===== config.mk =====
export PLATFORM = sky130hd
export DESIGN_NAME = apa102_frame_reader_flat
export DESIGN_NICKNAME = d
export VERILOG_FILES = /design/src/rtl/apa102_frame_reader_if.sv /design/src/rtl/apa102_frame_reader.sv /design/src/flat_wrapper.sv
export SDC_FILE = /design/constraint.sdc
export NUM_CORES = 1
export LEC_CHECK = 0
export ABC_AREA = 1
export ABC_CLOCK_PERIOD_IN_PS = 3450
export CORE_ASPECT_RATIO = 1.1
export CORE_UTILIZATION = 60
export CTS_CLUSTER_DIAMETER = 100
export DETAILED_ROUTE_END_ITERATION = 7
export PLACE_DENSITY = 0.83
export SETUP_SLACK_MARGIN = 0.2
export SYNTH_ARGS = -nofsm -noshare
export SYNTH_HDL_FRONTEND = slang
export SYNTH_SLANG_ARGS = --single-unit

===== constraint.sdc =====
create_clock -name clk -period 3.45 [get_ports clk]
set_clock_uncertainty 0.05 [all_clocks]
set_input_delay 0.69 -clock clk [delete_from_list [all_inputs] [get_ports clk]]
set_output_delay 0.69 -clock clk [all_outputs]
set_load 0.02 [all_outputs]

===== src/rtl/apa102_frame_reader_if.sv =====
// Control handshake between a frame requester and the APA102 frame reader.
// The requester pulses start and watches busy/done.
interface apa102_frame_reader_if;
    logic       start;
    logic [4:0] brightness;
    logic       busy;
    logic       done;

    modport master (
        output start,
        output brightness,
        input  busy,
        input  done
    );

    modport slave (
        input  start,
        input  brightness,
        output busy,
        output done
    );
endinterface


===== src/rtl/apa102_frame_reader.sv =====
// APA102 frame reader: fetches pixels from the frame RAM read port and
// serialises start frame, one LED frame per pixel, and end frame on sck/sdo.
module apa102_frame_reader #(
    parameter int NUM_LEDS = 64,
    parameter int CLK_DIV  = 4,
    parameter int END_BITS = ((NUM_LEDS + 15) / 16) * 8,
    localparam int AW = (NUM_LEDS > 1) ? $clog2(NUM_LEDS) : 1
) (
    input  logic                  clk,
    input  logic                  rst_n,
    apa102_frame_reader_if.slave  ctl,
    output logic [AW-1:0]         raddr,
    input  logic [23:0]           read_data,
    output logic                  sck,
    output logic                  sdo
);

    typedef enum logic [1:0] {
        IDLE,
        START_FR,
        LED_FR,
        END_FR
    } state_t;

    localparam int MAXB = (END_BITS > 32) ? END_BITS : 32;
    localparam int BW   = $clog2(MAXB);
    localparam int LW   = $clog2(NUM_LEDS + 1);
    localparam int DW   = (CLK_DIV > 1) ? $clog2(CLK_DIV) : 1;

    localparam logic [BW-1:0] WORD_LAST = BW'(31);
    localparam logic [BW-1:0] END_LAST  = BW'(END_BITS - 1);
    localparam logic [DW-1:0] DIV_LAST  = DW'(CLK_DIV - 1);
    localparam logic [LW-1:0] LED_LAST  = LW'(NUM_LEDS - 1);
    localparam logic [AW-1:0] ADDR_LAST = AW'(NUM_LEDS - 1);

    state_t        state;
    state_t        state_n;
    logic [DW-1:0] div_cnt;
    logic [BW-1:0] bit_cnt;
    logic [LW-1:0] led_cnt;
    logic [31:0]   shreg;
    logic [23:0]   hold;
    logic [4:0]    bri;
    logic [1:0]    fetch_cnt;
    logic [AW-1:0] raddr_q;
    logic          sck_q;
    logic          busy_q;
    logic          done_q;

    logic phase_end;
    logic bit_end;
    logic seg_end;
    logic accept;
    logic load_led;
    logic finish;

    assign phase_end = (div_cnt == DIV_LAST);
    assign bit_end   = phase_end & sck_q;
    assign seg_end   = bit_end &
        (bit_cnt == ((state == END_FR) ? END_LAST : WORD_LAST));

    assign raddr    = raddr_q;
    assign sck      = sck_q;
    assign sdo      = shreg[31];
    assign ctl.busy = busy_q;
    assign ctl.done = done_q;

    // Frame sequencing state register.
    always_ff @(posedge clk) begin
        if (!rst_n) begin
            state <= IDLE;
        end else begin
            state <= state_n;
        end
    end

    // Next-state and segment-boundary strobes.
    always_comb begin
        state_n  = state;
        accept   = 1'b0;
        load_led = 1'b0;
        finish   = 1'b0;
        unique case (state)
            IDLE: begin
                if (ctl.start) begin
                    accept  = 1'b1;
                    state_n = START_FR;
                end
            end
            START_FR: begin
                if (seg_end) begin
                    load_led = 1'b1;
                    state_n  = LED_FR;
                end
            end
            LED_FR: begin
                if (seg_end) begin
                    if (led_cnt == LED_LAST) begin
                        state_n = END_FR;
                    end else begin
                        load_led = 1'b1;
                    end
                end
            end
            END_FR: begin
                if (seg_end) begin
                    finish  = 1'b1;
                    state_n = IDLE;
                end
            end
            default: state_n = IDLE;
        endcase
    end

    // Bit timing, shifting, pixel prefetch and completion flags.
    always_ff @(posedge clk) begin
        if (!rst_n) begin
            div_cnt   <= '0;
            bit_cnt   <= '0;
            led_cnt   <= '0;
            shreg     <= '0;
            hold      <= '0;
            bri       <= '0;
            fetch_cnt <= '0;
            raddr_q   <= '0;
            sck_q     <= 1'b0;
            busy_q    <= 1'b0;
            done_q    <= 1'b0;
        end else begin
            done_q <= 1'b0;
            if (fetch_cnt != 2'd0) begin
                fetch_cnt <= fetch_cnt - 2'd1;
            end
            // RAM data is valid two edges after raddr moved.
            if (fetch_cnt == 2'd1) begin
                hold <= read_data;
            end
            if (accept) begin
                busy_q    <= 1'b1;
                bri       <= ctl.brightness;
                raddr_q   <= '0;
                fetch_cnt <= 2'd3;
                div_cnt   <= '0;
                bit_cnt   <= '0;
                led_cnt   <= '0;
                shreg     <= '0;
                sck_q     <= 1'b0;
            end else if (busy_q) begin
                if (!phase_end) begin
                    div_cnt <= div_cnt + DW'(1);
                end else begin
                    div_cnt <= '0;
                    sck_q   <= ~sck_q;
                    if (sck_q) begin
                        bit_cnt <= seg_end ? '0 : bit_cnt + BW'(1);
                        shreg   <= {shreg[30:0], 1'b0};
                        if (load_led) begin
                            shreg <= {3'b111, bri, hold[7:0],
                                      hold[15:8], hold[23:16]};
                            fetch_cnt <= 2'd3;
                            if (raddr_q != ADDR_LAST) begin
                                raddr_q <= raddr_q + AW'(1);
                            end
                            if (state == LED_FR) begin
                                led_cnt <= led_cnt + LW'(1);
                            end
                        end else if (state == LED_FR && seg_end) begin
                            shreg <= '1;
                        end
                        if (finish) begin
                            shreg  <= '0;
                            busy_q <= 1'b0;
                            done_q <= 1'b1;
                        end
                    end
                end
            end
        end
    end

endmodule

===== src/flat_wrapper.sv =====
// flat-port wrapper written by rule: the top's interface ports become plain ports
module apa102_frame_reader_flat 
#(
    parameter int NUM_LEDS = 64,
    parameter int CLK_DIV  = 4,
    parameter int END_BITS = ((NUM_LEDS + 15) / 16) * 8,
    localparam int AW = (NUM_LEDS > 1) ? $clog2(NUM_LEDS) : 1
)
  (clk, rst_n, raddr, read_data, sck, sdo, ctl_start, ctl_brightness, ctl_busy, ctl_done);
  apa102_frame_reader_if ctl_i ();
  input  logic clk;
  input  logic rst_n;
  output logic [AW-1:0] raddr;
  input  logic [23:0] read_data;
  output logic sck;
  output logic sdo;
  input wire logic [$bits(ctl_i.start)-1:0] ctl_start;
  input wire logic [$bits(ctl_i.brightness)-1:0] ctl_brightness;
  output wire logic [$bits(ctl_i.busy)-1:0] ctl_busy;
  output wire logic [$bits(ctl_i.done)-1:0] ctl_done;
  assign ctl_i.start = ctl_start;
  assign ctl_i.brightness = ctl_brightness;
  assign ctl_busy = ctl_i.busy;
  assign ctl_done = ctl_i.done;
  apa102_frame_reader #(.NUM_LEDS(NUM_LEDS), .CLK_DIV(CLK_DIV), .END_BITS(END_BITS)) u_core (.clk(clk), .rst_n(rst_n), .ctl(ctl_i), .raddr(raddr), .read_data(read_data), .sck(sck), .sdo(sdo));
endmodule

==> results of run 1 <==
[how the worst max path moves through the flow]
stage / end / slack, ns
3_5_place_dp: u_core.bit_cnt[0] / 0.89
3_3_place_gp: u_core.bit_cnt[0] / 0.97
5_1_grt: u_core.shreg[16] / 0.75
2_1_floorplan: u_core.shreg[10] / 1.66
4_1_cts: u_core.shreg[16] / 0.96
6_report: u_core.shreg[16] / 0.99
[cell usage after synthesis, drive strengths merged]
cell type	number	area (um^2)
xor2	5	43.8
nand2	106	420
dfxtp	88	1760
ha	10	125
nor2	46	190
buf	16	124
nand4	19	134
nand3b	1	7.51
a31oi	1	6.26
clkbuf	20	75.1
inv	57	214
a22oi	1	7.51
clkinv	2	7.51
a21oi	86	434
nand3	65	330
xnor2	1	8.76
a211oi	2	15.0
o21ai	32	160
nor3	8	51.3
[where the power goes]
group / internal [mW] / switching, mW
Combinational: 0.150 / 0.348
Clock: 0.362 / 0.381
Sequential: 1.11 / 0.0356
Total: 1.63 / 0.765
[worst register-to-register path: cells and delay by family (launching register included)]
family	cells	cell delay, ns
fa+ha+maj	1	0.47
flops	1	0.35
simple gates	5	1.24
compound gates	1	0.16
buf+inv	1	0.12
[final cells by class]
class | count | area [um^2]
repair buffers | 47 | 455
fillers | 572 | 1910
multi-input cells | 383 | 1930
inverters | 59 | 221
well taps | 82 | 103
clock inverters | 5 | 63.8
clock buffers | 11 | 141
flip-flops and latches | 88 | 1760
[logic make-up (layout without fill, tap and decap cells)]
group,count (synthesis),after routing,share of synthesized area (%)
flip-flops,88,88,42.8
AND/OR/NAND/NOR,245,245,27.5
adder cells (fa/ha/maj),10,10,3.04
AO/OA/AOI/OAI,122,122,15.1
XOR/XNOR,6,6,1.28
buffers and inverters,95,122,10.2
[metal layers]
metal	GRT usage [%]	part of all wire (%)	up-vias
li1	-	-	1906
met1	33.3	46	1737
met2	46.1	47	103
met3	5.67	4.0	27
met4	15.1	3.0	0
met5	0	0	-
[state kept, by name, indices dropped and copies added, names as in the netlist]
| signal | flops |
|---|---|
| u_core.ctl.busy | 1 |
| u_core.led_cnt | 7 |
| u_core.ctl.done | 1 |
| u_core.fetch_cnt | 2 |
| u_core.shreg | 32 |
| u_core.bit_cnt | 5 |
| u_core.sck | 1 |
| u_core.div_cnt | 2 |
| u_core.bri | 5 |
| u_core.state | 2 |
| u_core.hold | 24 |
| u_core.raddr | 6 |
[per-stage QoR]
stage          util (%)  cell area (um^2)  cells
6_report           71.0              4680    675
5_1_grt            71.0              4680    675
4_1_cts            71.0              4680    675
3_5_place_dp       67.9              4480    659
3_3_place_gp       67.9              4480    659
2_1_floorplan         -              4120    566
==> results.toml, run 1 <==
[setup_path]
timing.rr.end = "u_core.shreg[16]"
r2r.worst_path.cells = 8
crit_family = "simple AND/OR/NAND/NOR gates"
startpoint = "u_core.state[0]"
crit_path_cell_trace = "inv_1 > ha_1 > nand2_4 > nand2_4 > nand2_2 > nand2_1 > nand3_1 > a21oi_1"
slowest_delay_ns = 0.47
regToRegSetupSlack_ns = 0.99
cp-end-kind = "flip-flop"
r2r_start = "u_core.state[0]"
worstSetupPathDepth = 8
critPathMaxFanout = 32
cp_slowest_cell = "ha_1"
crit_type = "reg -> reg"
timing.critical_path.mode_cell = "nand2_4"
cp.arrival_ns = 2.71
cp.required_ns = 3.70
worst-path-buf-inv = 1
startpoint_type = "flip-flop"

[sta]
fin_crit_sh_pct = 71.3
slew_violations = 0
setup_viol = 0
rsz0062_at_grt = "false"
finalHoldViolations = 0
relSlewSlack_pct = 31.2
whs_ns = 0.407
setup_ws_ns = 0.991
fin_crit_ns = 2.46
setup_tns_ns = 0
fmax_mhz = 407
worstMarginPinSlew_ns = 1.03

[clocking]
cts_hold_buffers = 0
clock-sinks = 88
cts_buffers = 9
clk_latency_ns = 0.37
cts_resized = 0
cts_max_level = 3
post_cts_buffers = 0
ctsRootBufferMaster = "clkbuf_8"
clk_path_buf_depth = 2
clkTransAtPathRegs_ns = 0.09
cts_tree = "yes"

[synthesis]
postSynthCellCount = 566
avgSynthCellArea_um2 = 7.27
yosysSeqAreaShare_pct = 42.8
yosysWarnings = 0
synth_seq_cells = 88
ys_types = 30
syn-num-nets = 608
synthesis.area_mm2 = 0.00412

[pwr]
p_leak_nw = 1.82
design_power_total_mw = 2.39
peakVddDrop_mv = 0.402
power_per_cell_area_mw_per_mm2 = 511

[floorplan]
dieArea_mm2 = 0.00720
rows = 31
coreArea_mm2 = 0.00659
start_util_pct = 62.4
die_w_um = 81.0
ios = 42
die_h_um = 88.9

[global_routing]
antenna_found_initial = 0
grt_pass1_vias = 3491
grt_overflow = 0
grt_use_total_pct = 27.6
grt_max_degree = 49
grt_pass1_wl_mm = 15.2

[place]
dp_hpwl_mm = 5.53
pre_cts_slack_ns = 0.894
gp_congestion = 0.822
port_buffers = 41

[layout]
syn_to_final_growth_pct = 13.7
final_common_cell = "nand2_1"
final_cell_mix = "101 x nand2_1, 88 x dfxtp_1, 85 x a21oi_1"
fin_nets = 630
antenna_cells = 0
drive_gt1_share_pct = 6.07

[drt]
num_vias = 3773
wl_mm = 8.97
remaining_drc_errors = 0
wl_per_cell_um = 13.3
drtPass1Iterations = 5
ant_nets = 0
drt_iter0_markers = 264
routed_via_density = 5.59

[worst_hold_path]
worstHoldPathType = "reg -> reg"
min_to = "u_core.hold[11]"
hp-start = "u_core.hold[11]"
hold_depth = 2

[run]
max-cap-violations = 0

[status]
status = "finished, final reports clean"
No activity file was read; power rests on OpenSTA's default activity.
==> run 2: changes to the inputs <==
Settings changed: ABC_CLOCK_PERIOD_IN_PS 3450 to 1970, CORE_UTILIZATION 60 to 51, PLACE_DENSITY 0.83 to 0.75.
Clock period 3.45 ns to 1.97 ns, I/O delays scaled along.
==> run 2 against run 1 <==
Clock-buffer cell count shrank 1. Die area is 17% higher. Sequential power is 76% higher. Sequential share of layout area shrank 4.2 points. Power grew 81%. Maximum frequency is 27% higher. Via count up 5.7%. Final cell count is 8.7% higher. First-iteration DRC count shrank 9.1%. Worst setup slack worse by 0.96 ns. Combinational power rose by 100%. Critical endpoint is now u_core.shreg[12]. Largest cell class unchanged. Highest routed layer unchanged.
==> results.toml, run 2 (same netlist as run 1, synthesis figures left out) <==
[pwr]
p_leak_nw = 2.10
p_sw_share_pct = 32.5
design_power_total_mw = 4.33
clock_power_share_pct = 29.8
p_switching_mw = 1.41
power_per_cell_area_mw_per_mm2 = 819
p_seq_share_pct = 46.6
peakVddDrop_mv = 0.426
p_int_mw = 2.92
power_frac_comb_pct = 23.6

[place]
port_buffers = 41
place_inst = 702
dp_hpwl_mm = 6.02
gp_congestion = 0.774
pre_cts_slack_ns = 0.0409

[clocking]
cts_hold_buffers = 0
clock-sinks = 88
clk_latency_ns = 0.36
cts_buffers = 9
ctsRootBufferMaster = "clkbuf_8"
cts_tree = "yes"
clkTransAtPathRegs_ns = 0.09
cts_max_level = 3
clk_path_buf_depth = 2

[sta]
setup_viol = 0
slew_violations = 0
fin_crit_sh_pct = 98.3
fin_crit_ns = 1.94
relSlewSlack_pct = 58.8
rsz0062_at_grt = "true"
setup_tns_ns = 0
setup_ws_ns = 0.0342
fmax_mhz = 517
finalHoldViolations = 0
worstMarginPinSlew_ns = 0.616

[global_routing]
grt_pass1_vias = 3551
grt_pass1_wl_mm = 15.8
global_route.usage.met3_pct = 4.72
antenna_found_initial = 0
busiest_layer = "met2"
gr-usage-met2_pct = 43.5
grt_use_total_pct = 24.0
met1_usage_pct = 28.1
grt_max_degree = 49
grt_overflow = 0

[setup_path]
r2r_start = "u_core.bit_cnt[0]"
crit_type = "reg -> reg"
startpoint_type = "flip-flop"
cp-end-kind = "flip-flop"
cp.required_ns = 2.21
r2r.worst_path.cells = 13
cp.arrival_ns = 2.17
critPathMaxFanout = 8
startpoint = "u_core.bit_cnt[0]"
regToRegSetupSlack_ns = 0.03
endpoint = "u_core.shreg[12]"
timing.rr.end = "u_core.shreg[12]"

[layout]
final_util_pct = 67.2
largest_reg_flops = 32
drive_gt1_share_pct = 20.4
final_cell_mix = "92 x nand2_1, 82 x dfxtp_1, 61 x a21oi_1"
antenna_cells = 0
largestRegisters = "u_core.shreg: 32 flops, u_core.hold: 24 flops, u_core.led_cnt: 7 flops"
fin_cells = 734
syn_to_final_growth_pct = 28.4
final_common_cell = "nand2_1"
regMostFlops = "u_core.shreg"
fin_nets = 663

[floorplan]
die_h_um = 96.2
die_w_um = 87.7
rows = 34
dieArea_mm2 = 0.00844
ios = 42
start_util_pct = 52.3
coreArea_mm2 = 0.00787

[status]
status = "finished, final reports clean"

[drt]
num_vias = 3987
drt_iter0_markers = 240
ant_nets = 0
wl_mm = 10.1
remaining_drc_errors = 0
drtPass1Iterations = 5
routed_via_density = 5.43
wl_per_cell_um = 13.7

[worst_hold_path]
worstHoldPathType = "reg -> reg"

[run]
max-cap-violations = 0
## run 2: cell types whose count changed in the layout (fill, tap and decap cells not counted), sizes merged
cell / delta
buf: +32
clkdlybuf4s50: -9
dlygate4sd2: +8
clkinv: -1
clkinvlp: +1
dlymetal6s2s: +1
inv: +1
## run 2: per-stage QoR
| stage | cell area (um^2) | hold WS, ns |
|---|---|---|
| 2_1_floorplan | 4120 | 0.380 |
| 3_3_place_gp | 4670 | 0.392 |
| 3_5_place_dp | 4670 | 0.400 |
| 4_1_cts | 5040 | 0.412 |
| 5_1_grt | 5290 | 0.430 |
| 6_report | 5290 | 0.407 |
## run 2: how the worst min path moves through the flow
stage | end | depth (start not counted) | slack, ns | startpoint
global route | u_core.shreg[29] | 2 | 0.43 | u_core.shreg[29]
global placement | u_core.hold[17] | 2 | 0.39 | u_core.hold[17]
floorplan | u_core.bri[0] | 2 | 0.38 | u_core.bri[0]
CTS | u_core.hold[17] | 2 | 0.41 | u_core.hold[17]
detailed placement | u_core.hold[17] | 2 | 0.40 | u_core.hold[17]
finish | u_core.hold[23] | 2 | 0.41 | u_core.hold[23]
## run 2: repair_timing
item	CTS	global route
gates cloned	2	2
gates resized for setup	28	56
setup endpoints to repair	55	53
pin swaps	10	29
setup buffers	8	4
## run 2: layout make-up
type	count	area, um^2
Multi-Input combinational cell	383	2130
Clock buffer	10	138
Timing Repair Buffer	80	825
Clock inverter	6	65.1
Fill cell	630	2580
Sequential cell	88	1770
Inverter	59	223
Tap cell	108	135
## run 2: per-layer routing
metal / vias up / share of wire, % / routed length, um
li1: 1979 / - / -
met1: 1873 / 42 / 4260
met2: 112 / 51 / 5100
met3: 23 / 4.6 / 464
met4: 0 / 2.3 / 234
met5: - / 0 / 0
## run 2: power groups by stage
stage	registers (mW)	clock network (mW)	logic, mW
2_1_floorplan	2.05	0	0.691
6_report	2.02	1.29	1.02
3_5_place_dp	2.06	0	0.929
4_1_cts	2.01	1.30	0.942
3_3_place_gp	2.05	0	0.909
5_1_grt	2.04	1.38	1.12
## run 2: worst max-delay path, cell delays in order, from the launching register on
cell and delay [ns]:
dfxtp_2 0.36, ha_4 0.15, nand2_4 0.05, nor2_2 0.09, ha_2 0.20, nand3_2 0.10
buf_6 0.14, nor2_4 0.13, buf_6 0.12, buf_12 0.12, nor2_1 0.04, nand2_1 0.07
nand3_1 0.07, a21oi_1 0.16
